--- src/rtl/io_input_conditioner.sv ---
// io_input_conditioner
//
// Conditions the board's raw slide switches and push-button for the data
// memory's memory-mapped I/O read path. Both inputs are brought into the
// clock domain with 2-flop synchronizers and then debounced. A change is
// only accepted after the synchronized value has been stable for
// DEBOUNCE_CYCLES consecutive samples.
//
// Ports:
//   clk             system clock; all state updates on the rising edge
//   rst             asynchronous, active-high reset
//   sw_raw[15:0]    raw switch pins (asynchronous)
//   btn_raw         raw button pin (asynchronous, active-high)
//   ack             one-cycle pulse from the CPU side that clears buttonOn
//   io_rdata_switch debounced switch vector
//   buttonOn        sticky press-pending flag
//   btn_level       debounced button level (1 in PRESSED / RELEASE_WAIT)
//   press_count     accepted presses, modulo 256
//
// Press/acknowledge protocol: buttonOn is set on every accepted press and
// stays set until the CPU pulses ack. A press accepted on the same edge as
// an ack wins, so a new press is never lost. Several presses before an ack
// collapse into one pending flag; press_count still counts each of them.

module io_input_conditioner #(
    parameter int DEBOUNCE_CYCLES = 1_000_000,
    parameter int CNT_W           = 20
) (
    input  logic        clk,
    input  logic        rst,
    input  logic [15:0] sw_raw,
    input  logic        btn_raw,
    input  logic        ack,
    output logic [15:0] io_rdata_switch,
    output logic        buttonOn,
    output logic        btn_level,
    output logic [7:0]  press_count
);

    localparam logic [CNT_W-1:0] CNT_MAX = CNT_W'(DEBOUNCE_CYCLES - 1);
    localparam logic [CNT_W-1:0] CNT_ONE = CNT_W'(1);

    typedef enum logic [1:0] {
        IDLE         = 2'd0,
        PRESS_WAIT   = 2'd1,
        PRESSED      = 2'd2,
        RELEASE_WAIT = 2'd3
    } btn_state_t;

    // ------------------------------------------------------------------
    // Synchronizers. sw_prev holds the previous cycle's synchronized
    // switch vector so the debouncer can detect any bit changing.
    // ------------------------------------------------------------------
    logic [15:0] sw_meta;
    logic [15:0] sw_s;
    logic [15:0] sw_prev;
    logic        btn_meta;
    logic        btn_s;

    always_ff @(posedge clk or posedge rst) begin
        if (rst) begin
            sw_meta  <= 16'h0000;
            sw_s     <= 16'h0000;
            sw_prev  <= 16'h0000;
            btn_meta <= 1'b0;
            btn_s    <= 1'b0;
        end else begin
            sw_meta  <= sw_raw;
            sw_s     <= sw_meta;
            sw_prev  <= sw_s;
            btn_meta <= btn_raw;
            btn_s    <= btn_meta;
        end
    end

    // ------------------------------------------------------------------
    // Switch debounce. The counter saturates at CNT_MAX; while saturated
    // and stable the output keeps reloading the same value, which is
    // harmless and avoids a separate "loaded" flag.
    // ------------------------------------------------------------------
    logic [CNT_W-1:0] sw_cnt;

    always_ff @(posedge clk or posedge rst) begin
        if (rst) begin
            sw_cnt          <= '0;
            io_rdata_switch <= 16'h0000;
        end else if (sw_s != sw_prev) begin
            sw_cnt <= '0;
        end else if (sw_cnt == CNT_MAX) begin
            io_rdata_switch <= sw_s;
        end else begin
            sw_cnt <= sw_cnt + CNT_ONE;
        end
    end

    // ------------------------------------------------------------------
    // Button debounce FSM
    // ------------------------------------------------------------------
    btn_state_t       state;
    btn_state_t       state_next;
    logic [CNT_W-1:0] btn_cnt;
    logic [CNT_W-1:0] btn_cnt_next;
    logic             press_accept;

    always_comb begin
        state_next   = state;
        btn_cnt_next = btn_cnt;
        press_accept = 1'b0;
        case (state)
            IDLE: begin
                if (btn_s) begin
                    state_next   = PRESS_WAIT;
                    btn_cnt_next = '0;
                end
            end
            PRESS_WAIT: begin
                if (!btn_s) begin
                    state_next = IDLE;
                end else if (btn_cnt == CNT_MAX) begin
                    state_next   = PRESSED;
                    press_accept = 1'b1;
                end else begin
                    btn_cnt_next = btn_cnt + CNT_ONE;
                end
            end
            PRESSED: begin
                if (!btn_s) begin
                    state_next   = RELEASE_WAIT;
                    btn_cnt_next = '0;
                end
            end
            RELEASE_WAIT: begin
                if (btn_s) begin
                    state_next = PRESSED;
                end else if (btn_cnt == CNT_MAX) begin
                    state_next = IDLE;
                end else begin
                    btn_cnt_next = btn_cnt + CNT_ONE;
                end
            end
        endcase
    end

    // btn_level is registered from the next state so it changes on the
    // same edge as the state transition rather than one cycle later.
    always_ff @(posedge clk or posedge rst) begin
        if (rst) begin
            state       <= IDLE;
            btn_cnt     <= '0;
            btn_level   <= 1'b0;
            buttonOn    <= 1'b0;
            press_count <= 8'h00;
        end else begin
            state     <= state_next;
            btn_cnt   <= btn_cnt_next;
            btn_level <= (state_next == PRESSED) || (state_next == RELEASE_WAIT);
            if (press_accept) begin
                press_count <= press_count + 8'd1;
                buttonOn    <= 1'b1;
            end else if (ack) begin
                buttonOn <= 1'b0;
            end
        end
    end

endmodule

--- config.mk ---
export PLATFORM = sky130hd
export DESIGN_NAME = io_input_conditioner
export DESIGN_NICKNAME = d
export VERILOG_FILES = /design/src/rtl/io_input_conditioner.sv
export SDC_FILE = /design/constraint.sdc
export NUM_CORES = 1
export LEC_CHECK = 0
export ABC_AREA = 1
export ABC_CLOCK_PERIOD_IN_PS = 6000
export BUFFER_PORTS_ARGS = -buffer_cell sky130_fd_sc_hd__buf_2
export CAP_MARGIN = 10
export CORE_MARGIN = 5
export CORE_UTILIZATION = 64
export CTS_BUF_LIST = sky130_fd_sc_hd__clkbuf_16
export DETAILED_ROUTE_END_ITERATION = 12
export HOLD_SLACK_MARGIN = 0.1
export PLACE_DENSITY = 0.91
export SYNTH_ARGS = -nofsm -noshare
export SYNTH_HDL_FRONTEND = slang
export SYNTH_SLANG_ARGS = --single-unit
--- constraint.sdc ---
create_clock -name clk -period 6 [get_ports clk]
set_clock_uncertainty 0.2 [all_clocks]
set_input_delay 0 -clock clk [delete_from_list [all_inputs] [get_ports clk]]
set_output_delay 0 -clock clk [all_outputs]
set_load 0.03 [all_outputs]
==> metrics.cfg, run 1 <==
[clock_tree]
cts_setup_buffers=0
clkTransAtPathRegs_ns=0.06
cts_num_sinks=118
htreeDepth=4
clock_path_buffers=2
cts_tree=yes
clkLatencyLatePin_ns=0.42
cts_buffers=17
root_buffer=clkbuf_16

[setup_path]
reg2regPathDepth=7
critPathMaxFanout=13
cp_data_required_time_ns=6.13
cp-end-kind=register
reg2reg_setup_slack_ns=3.55
critPathLaunch=sw_s[0]
worstSetupPathType=reg2reg
cp-start-kind=register
reg2reg_to=sw_cnt[18]
reg2reg_from=sw_s[0]
critPathArrivalTime_ns=2.58

[floorplanning]
design.core.area_sq_um=8593
rows=34
start_util_pct=64.50
die_y_um=103.1
io_pins=46
die-width_um=103.1
die-area_sq_um=10620

[yosys]
synth-seq-cells=118
ys_seq_area_share_pct=53.27
avgSynthCellArea_sq_um=8.661
synth_top_cell_by_area=dfrtp_1
netlist_area_sq_um=5543
ys_warn_count=0
synth_nets=663
postSynthCellCount=640
synth_cell_types=33
synth.top_cell.area_share_pct=53.27
yosys-top-cells-area=dfrtp_1, nand2_1, nor2_1

[sta]
setup_viol=0
tightest_slew_ns=1.087
finalHoldViolations=0
period_share_pct=40.80
max_freq_ghz=0.4085
rsz0062_at_grt=no
slew_viol_final=0
final.min_clock_period_ns=2.448
relSlewSlack_pct=27.51
fin_tns_setup_ns=0

[hold_path]
whs_path_depth=3
min_to=buttonOn
hold_start=ack
hp-class=in2reg

[place]
gp_congestion=0.9206
hpwl_mm=8.300
port_buffers=45

[detailed_routing]
drc=0
first_iter_violations=408
maxUsedRoutingLayer=met4
post_drt_wl_per_cell_um=16.75
route.met3.wl_um=897
vias=4849
ant_nets=0
wl_met1_mm=5.529
viasPerCell=5.685
wirelength_mm=14.29
route.met2.wl_mm=7.456
drt_pass1_iterations=7

[global_routing]
grt_overflow=0
grt_pass1_vias=4823
grt_usage_pct=29.75
antenna_found_initial=0
grt_max_degree=92
grt_pass1_wl_mm=24.07

[power]
power_density_nw_per_um2=283.3
leakagePower_uw=0.003182
peakVddDrop_mv=0.2077

[run]
maxCapViolations=0

[cells_and_area]
layout.nets=755
areaGrowthSynthToFinish_pct=22.10
final_util_pct=78.76
insertedDiodeCount=0
drive_gt1_share_pct=15.44

[outcome]
status=finished, final reports clean

[metal layers]
| layer | vias up | track usage, % |
|---|---|---|
| met5 | - | 0 |
| met4 | 0 | 10.86 |
| met3 | 43 | 7.307 |
| met2 | 243 | 51.80 |
| met1 | 2327 | 35.85 |
| li1 | 2236 | - |
[cell families (layout without fill, tap and decap cells)]
group                      after synthesis  count (layout)  synth area share, %
adders and majority gates                3               3               0.6773
DFF                                    118             118                53.27
and+or+nand+nor                        384             384                32.03
AOI/OAI and AO/OA                       30              30                3.363
buffers and inverters                   80             185                6.704
xor gates and xnor gates                25              25                3.950
[registers in the layout, summed over array words and instances, names as in the netlist, 2 cells and up]
name,cells
btn_cnt,20
sw_prev,16
sw_cnt,20
sw_meta,16
press_count,8
state,2
io_rdata_switch,16
sw_s,16
[through the flow]
stage	instance area (sq um)	std cells	setup slack [ns]	power [uW]	hold WS, ns
after global routing	6768	853	3.378	1969	0.1546
after detailed placement	5819	784	3.820	905.0	-0.1958
after global placement	5819	784	3.985	900.6	-0.1960
final	6768	853	3.552	1917	0.1401
after floorplan	5543	640	2.671	887.4	-0.1686
after CTS	6768	853	3.625	1910	0.1409
[cell usage after synthesis]
cell / n
or2_2: 2
buf_1: 1
nand2_1: 171
nor3_1: 15
nand3_4: 3
o21ai_2: 7
nor2_4: 4
nand3_2: 1
nand2_2: 10
nor2_8: 2
inv_4: 1
a31oi_1: 1
o21bai_1: 2
inv_1: 64
o21ai_0: 7
dfrtp_1: 118
o21ai_1: 8
nor2_2: 3
nand3_1: 52
nand4_1: 34
nor2_1: 86
a41oi_1: 1
clkinv_8: 1
buf_4: 1
a21oi_1: 4
buf_2: 4
xnor2_1: 11
buf_12: 2
nand4_4: 1
buf_6: 2
inv_2: 4
ha_1: 3
xor2_1: 14
[placed cells by master (no fill, tap or decap), types with 15 or more instances in the layout]
master / n
nor3_1: 15
nand3_1: 52
nor2_1: 86
buf_2: 45
nand4_1: 34
nand2_1: 171
dfrtp_1: 118
dlygate4sd3_1: 37
clkbuf_16: 17
inv_1: 63
[power by group]
group | leakage [uW] | switching (uW) | internal, uW
clock network | 0.000277 | 389 | 612
logic | 0.00138 | 47.1 | 33.6
registers | 0.00153 | 18.8 | 816
[final cells by class]
class                   count  area, sq um
clock buffers              17        425.4
clock inverters            15        152.6
fillers                   512         1826
inverters                  70        280.3
well taps                 108        135.1
multi-input cells         442         2218
flip-flops and latches    118         2953
repair buffers             83        603.1
[critical path, cell delays in order, from the launching register on]
cell and delay (ns):
dfrtp_1 0.42, xnor2_1 0.30, nand2_1 0.13, nor2_1 0.14, nand2_1 0.06, nor2_1 0.74, nand2_1 0.19, nor2_1 0.17
[worst max-delay path by stage]
stage	to	slack (ns)	cells past startpoint
6_report	sw_cnt[18]	3.55	7
5_1_grt	sw_meta[13]	3.38	5
4_1_cts	sw_cnt[18]	3.62	7
3_5_place_dp	sw_cnt[1]	3.82	6
3_3_place_gp	sw_cnt[12]	3.98	7
2_1_floorplan	btn_cnt[0]	2.67	1
[repair_timing]
action / CTS / global route
hold buffers: 37 / 0
resized for setup: 0 / 0
hold endpoints to repair: 45 / 0
Note: power is estimated with default switching activity, not from simulation.
==> inputs of run 2 (changes only) <==
Settings changed: ABC_AREA 1 to 0, ABC_CLOCK_PERIOD_IN_PS 6000 to 2000, CORE_UTILIZATION 64 to 53, PLACE_DENSITY 0.91 to 0.81.
Clock period 6 ns to 2 ns, I/O delays scaled along.
==> metrics.cfg, run 2 <==
[global_routing]
antenna_found_initial=0
grt_overflow=0
grt_pass1_vias=3952
grt_usage_pct=22.47
grt_max_degree=119
grt_pass1_wl_mm=19.82

[setup_path]
cp.buffers_inverters=1
cp_slowest_cell=dfrtp_1
worstSetupPathType=reg2reg
crit_family=simple AND/OR/NAND/NOR gates
reg2reg_setup_slack_ns=-0.21
cp-end-kind=register
critPathLaunch=sw_cnt[0]
critPathMaxFanout=7
critPathArrivalTime_ns=2.31
crit_chain=ha_2, and4_4, nand3_4, nand4b_1, nor2_4, buf_6, mux2_4
reg2regPathDepth=7
reg2reg_to=io_rdata_switch[4]
slowest_delay_ns=0.38
cp-start-kind=register
reg2reg_from=sw_cnt[0]
cp_data_required_time_ns=2.09

[power]
leakagePower_uw=0.003279
switching_share_pct=23.99
power_density_nw_per_um2=808.0
p_sw_uw=1362
clkPwrFrac_pct=51.6
p_int_uw=4314
peakVddDrop_mv=0.5798
total_power_uw=5676
p_comb_share_pct=4.3
power_frac_seq_pct=44.1

[yosys]
postSynthCellCount=382
yosysMostFrequentCell=dfrtp_1
ys_seq_area_share_pct=61.72
yosys_most_used_dff=dfrtp_1
ys_warn_count=0
netlist_area_sq_um=4785
synth-seq-cells=118
synth_commonest_cells=dfrtp_1, nor2_1, xor2_1
synth_edf_count=0
synth-async-reset-ratio_pct=100.0
synth.top_cell.area_share_pct=61.72
synth_cell_types=54
synth_nets=405
avgSynthCellArea_sq_um=12.53
yosys-top-cells-area=dfrtp_1, xor2_1, mux2_2
synth_top_cell_by_area=dfrtp_1

[outcome]
violations=negative setup slack
status=finished, violations left

[place]
placed_cells=592
port_buffers=45
gp_congestion=0.9098
place_area_sq_um=5609
hpwl_mm=6.526

[cells_and_area]
design_area_sq_um=7024
areaGrowthSynthToFinish_pct=46.81
finalNonFillerCells=682
layout.nets=584
reg_top3=btn_cnt (20), sw_cnt (20)
nFillCells=467
layout_commonest_cell=dfrtp_1
drive_gt1_share_pct=41.11
layout_common_cells=dfrtp_1, buf_4, buf_2
insertedDiodeCount=0

[sta]
final.min_clock_period_ns=2.214
period_share_pct=110.7
setup_ws_ns=-0.2141
tightest_slew_ns=0.5997
setup_viol=35
relSlewSlack_pct=60.02
finalHoldViolations=0
max_freq_ghz=0.4516
slew_viol_final=0
rsz0062_at_grt=yes
holdWs_ns=0.1075
fin_tns_setup_ns=-5.191

[clock_tree]
cts_num_sinks=118
clkLatencyLatePin_ns=0.42
clkTransAtPathRegs_ns=0.06
htreeDepth=4
clock_path_buffers=2
cts_tree=yes
cts_buffers=17
root_buffer=clkbuf_16

[detailed_routing]
wirelength_mm=13.28
post_drt_wl_per_cell_um=19.48
first_iter_violations=255
drc=0
vias=3854
viasPerCell=5.651
ant_nets=0
drt_pass1_iterations=5

[floorplanning]
die-area_sq_um=11030
design.core.area_sq_um=8763
die_y_um=105.0
io_pins=46
start_util_pct=54.60
rows=34
die-width_um=105.0

[hold_path]
hp-class=in2async

[run]
maxCapViolations=0

-- run 2: cell count changes in the layout (fill, tap and decap cells not counted), moves of 23 or more --
cell / delta
inv_1: -59
nand2_1: -156
xor2_1: +24
nor2_1: -46
buf_4: +77
nand3_1: -41
nand4_1: -23
-- run 2: layer usage --
layer  wire length, um  track usage, %  up-vias
met4               430           7.671        0
met2              7204           40.06      148
met3               515           5.549       45
li1                  -               -     1714
met1              5133           26.38     1947
met5                 0               0        -
-- run 2: through the flow --
| step | utilization (%) | setup WS (ns) |
|---|---|---|
| after global routing | 80.15 | -0.2578 |
| after floorplan | - | -0.3069 |
| after detailed placement | 64.01 | -0.1705 |
| after CTS | 76.97 | -0.1307 |
| after global placement | 64.01 | -0.08883 |
| final | 80.15 | -0.2141 |
-- run 2: timing repair --
action | 4_1_cts | 5_1_grt
setup buffers | 11 | 14
gates cloned | 1 | 0
pin swaps | 16 | 23
hold endpoints to repair | 136 | 0
resized for setup | 30 | 43
hold buffers | 36 | 0
setup endpoints to repair | 37 | 60
-- run 2: power groups by stage --
stage	registers [uW]	logic, uW	clock network, uW
2_1_floorplan	2530	97.2	0
3_3_place_gp	2530	162	0
3_5_place_dp	2540	170	0
4_1_cts	2500	229	2920
5_1_grt	2510	272	3090
6_report	2500	246	2930
-- run 2: cells by family after synthesis --
family	after synthesis	share of synthesized area, %
and+or+nand+nor	137	16.03
DFF	118	61.72
xor gates and xnor gates	51	9.336
AOI/OAI and AO/OA	37	5.335
muxes	21	4.916
buffers and inverters	15	1.883
adders and majority gates	3	0.7846
-- run 2: final cells by class --
type	count	area [sq um]	area share, %
clock inverters	15	143.9	2.048
well taps	108	135.1	1.924
inverters	5	22.52	0.3206
repair buffers	170	1304	18.56
multi-input cells	249	2039	29.03
flip-flops and latches	118	2954	42.06
clock buffers	17	425.4	6.056
-- run 2: worst max-delay path by stage --
stage | depth (start not counted) | endpoint | slack [ns]
final | 7 | io_rdata_switch[4] | -0.21
after global routing | 7 | press_count[4] | -0.26
after CTS | 7 | io_rdata_switch[4] | -0.13
after detailed placement | 7 | io_rdata_switch[0] | -0.17
after global placement | 5 | io_rdata_switch[3] | -0.09
after floorplan | 7 | io_rdata_switch[0] | -0.31
-- run 2: worst reg2reg max path: cells and delay by family (launching register included) --
family                   cells  cell delay, ns
AND/OR/NAND/NOR              4            0.83
flip-flops                   1            0.38
multiplexers                 1            0.31
buffers and inverters        1            0.18
adder cells (fa/ha/maj)      1            0.20
==> inputs of run 3 (changes only) <==
Settings changed: CELL_PAD_IN_SITES_DETAIL_PLACEMENT from default to 0, CELL_PAD_IN_SITES_GLOBAL_PLACEMENT from default to 2, CORE_UTILIZATION 53 to 36, PLACE_DENSITY 0.81 to 0.8.
==> metrics.cfg, run 3 (same netlist as run 2, synthesis figures left out) <==
[cells_and_area]
layout_common_cells=dfrtp_1, buf_4, buf_2
layout.nets=581
areaGrowthSynthToFinish_pct=47.05
insertedDiodeCount=0
finalNonFillerCells=747
drive_gt1_share_pct=39.40
layout_commonest_cell=dfrtp_1
design_area_sq_um=7036
reg_top3=btn_cnt (20), sw_cnt (20)

[floorplanning]
die-width_um=125.3
die-area_sq_um=15700
die_y_um=125.3
start_util_pct=36.42
design.core.area_sq_um=13140
io_pins=46
rows=42

[clock_tree]
cts_num_sinks=118
clkLatencyLatePin_ns=0.41
htreeDepth=4
cts_buffers=17
clock_path_buffers=2
clkTransAtPathRegs_ns=0.06
root_buffer=clkbuf_16
cts_tree=yes

[sta]
period_share_pct=108.3
slew_viol_final=0
tightest_slew_ns=0.6204
final.min_clock_period_ns=2.167
setup_ws_ns=-0.1665
holdWs_ns=0.1055
finalHoldViolations=0
setup_viol=25
relSlewSlack_pct=58.64
rsz0062_at_grt=yes
max_freq_ghz=0.4616

[global_routing]
grt_usage_pct=14.75
grt_util_met2_pct=22.59
grt_pass1_vias=3718
grt_max_degree=119
antenna_found_initial=0
grt_pass1_wl_mm=18.60
grt_overflow=0
use_met1_pct=19.81
busiest_layer=met2
met3_usage_pct=4.392

[power]
power_density_nw_per_um2=810.1
leakagePower_uw=0.003235
total_power_uw=5699
peakVddDrop_mv=0.7196

[setup_path]
crit_chain=xor2_1, nor4_2, nand4_1, nor2_4, buf_12, mux2_2
cp_slowest_cell=dfrtp_1
cp-end-kind=register
critPathArrivalTime_ns=2.26
worstSetupPathType=reg2reg
reg2reg_setup_slack_ns=-0.17
cp-start-kind=register
critPathMaxFanout=16
cp_data_required_time_ns=2.09
slowest_delay_ns=0.40

[detailed_routing]
first_iter_violations=142
drt_pass1_iterations=5
viasPerCell=4.672
ant_nets=0
drc=0
post_drt_wl_per_cell_um=14.28
vias=3490
wirelength_mm=10.67

[outcome]
violations=negative setup slack
status=finished, violations left

[place]
placed_cells=663
place_area_sq_um=5729
hpwl_mm=6.846
port_buffers=45
gp_congestion=0.8115

[hold_path]
hp-class=in2async

[run]
maxCapViolations=0

[run 3: timing repair]
| action | CTS | global route |
|---|---|---|
| cloned | 1 | 0 |
| endpoints found under the setup margin | 33 | 47 |
| hold buffers | 36 | 0 |
| pin swaps | 8 | 21 |
| setup buffers | 7 | 8 |
| resized for setup | 11 | 41 |
| hold endpoints to repair | 136 | 0 |
[run 3: through the flow]
stage / utilization [%] / worst slack [ns] / setup TNS (ns)
after detailed placement: 43.61 / -0.2883 / -5.026
after global placement: 43.61 / -0.2604 / -4.449
after CTS: 51.60 / -0.1916 / -2.882
after global routing: 53.55 / -0.2945 / -6.120
after floorplan: - / -0.3069 / -4.188
final: 53.55 / -0.1665 / -2.672
[run 3: per-layer routing]
metal / vias to the layer above / share of wire [%]
li1: 1704 / -
met1: 1715 / 47
met2: 56 / 47
met3: 15 / 4.3
met4: 0 / 1.4
met5: - / 0
[run 3: cell type report]
type | instances | area [sq um]
clock buffers | 17 | 425.4
clock inverters | 15 | 155.1
fillers | 1112 | 6102
inverters | 5 | 22.52
multi-input cells | 249 | 1967
flip-flops and latches | 118 | 2955
well taps | 176 | 220.2
repair buffers | 167 | 1290
[run 3: power by group]
part	switching [uW]	internal [uW]	total, uW
combinational	121	143	264
clock	1100	1840	2940
sequential	43.2	2460	2500
[run 3: worst paths after layout]
kind | from | endpoint | cells after the start
hold / removal | rst | sw_meta[15] | 4
hold reg to reg | sw_meta[3] | sw_s[3] | 0
min in group clk | sw_meta[3] | sw_s[3] | 0
setup reg to reg | sw_s[8] | io_rdata_switch[12] | 6
setup / recovery | sw_s[8] | io_rdata_switch[12] | 6
max in group asynchronous | rst | btn_cnt[17] | 4
[run 3: worst max-delay path, delay by kind of cell (launching register included)]
| family | cells | cell delay [ns] |
|---|---|---|
| flip-flops | 1 | 0.40 |
| buffers and inverters | 1 | 0.16 |
| XOR/XNOR | 1 | 0.16 |
| multiplexers | 1 | 0.35 |
| AND/OR/NAND/NOR | 3 | 0.78 |
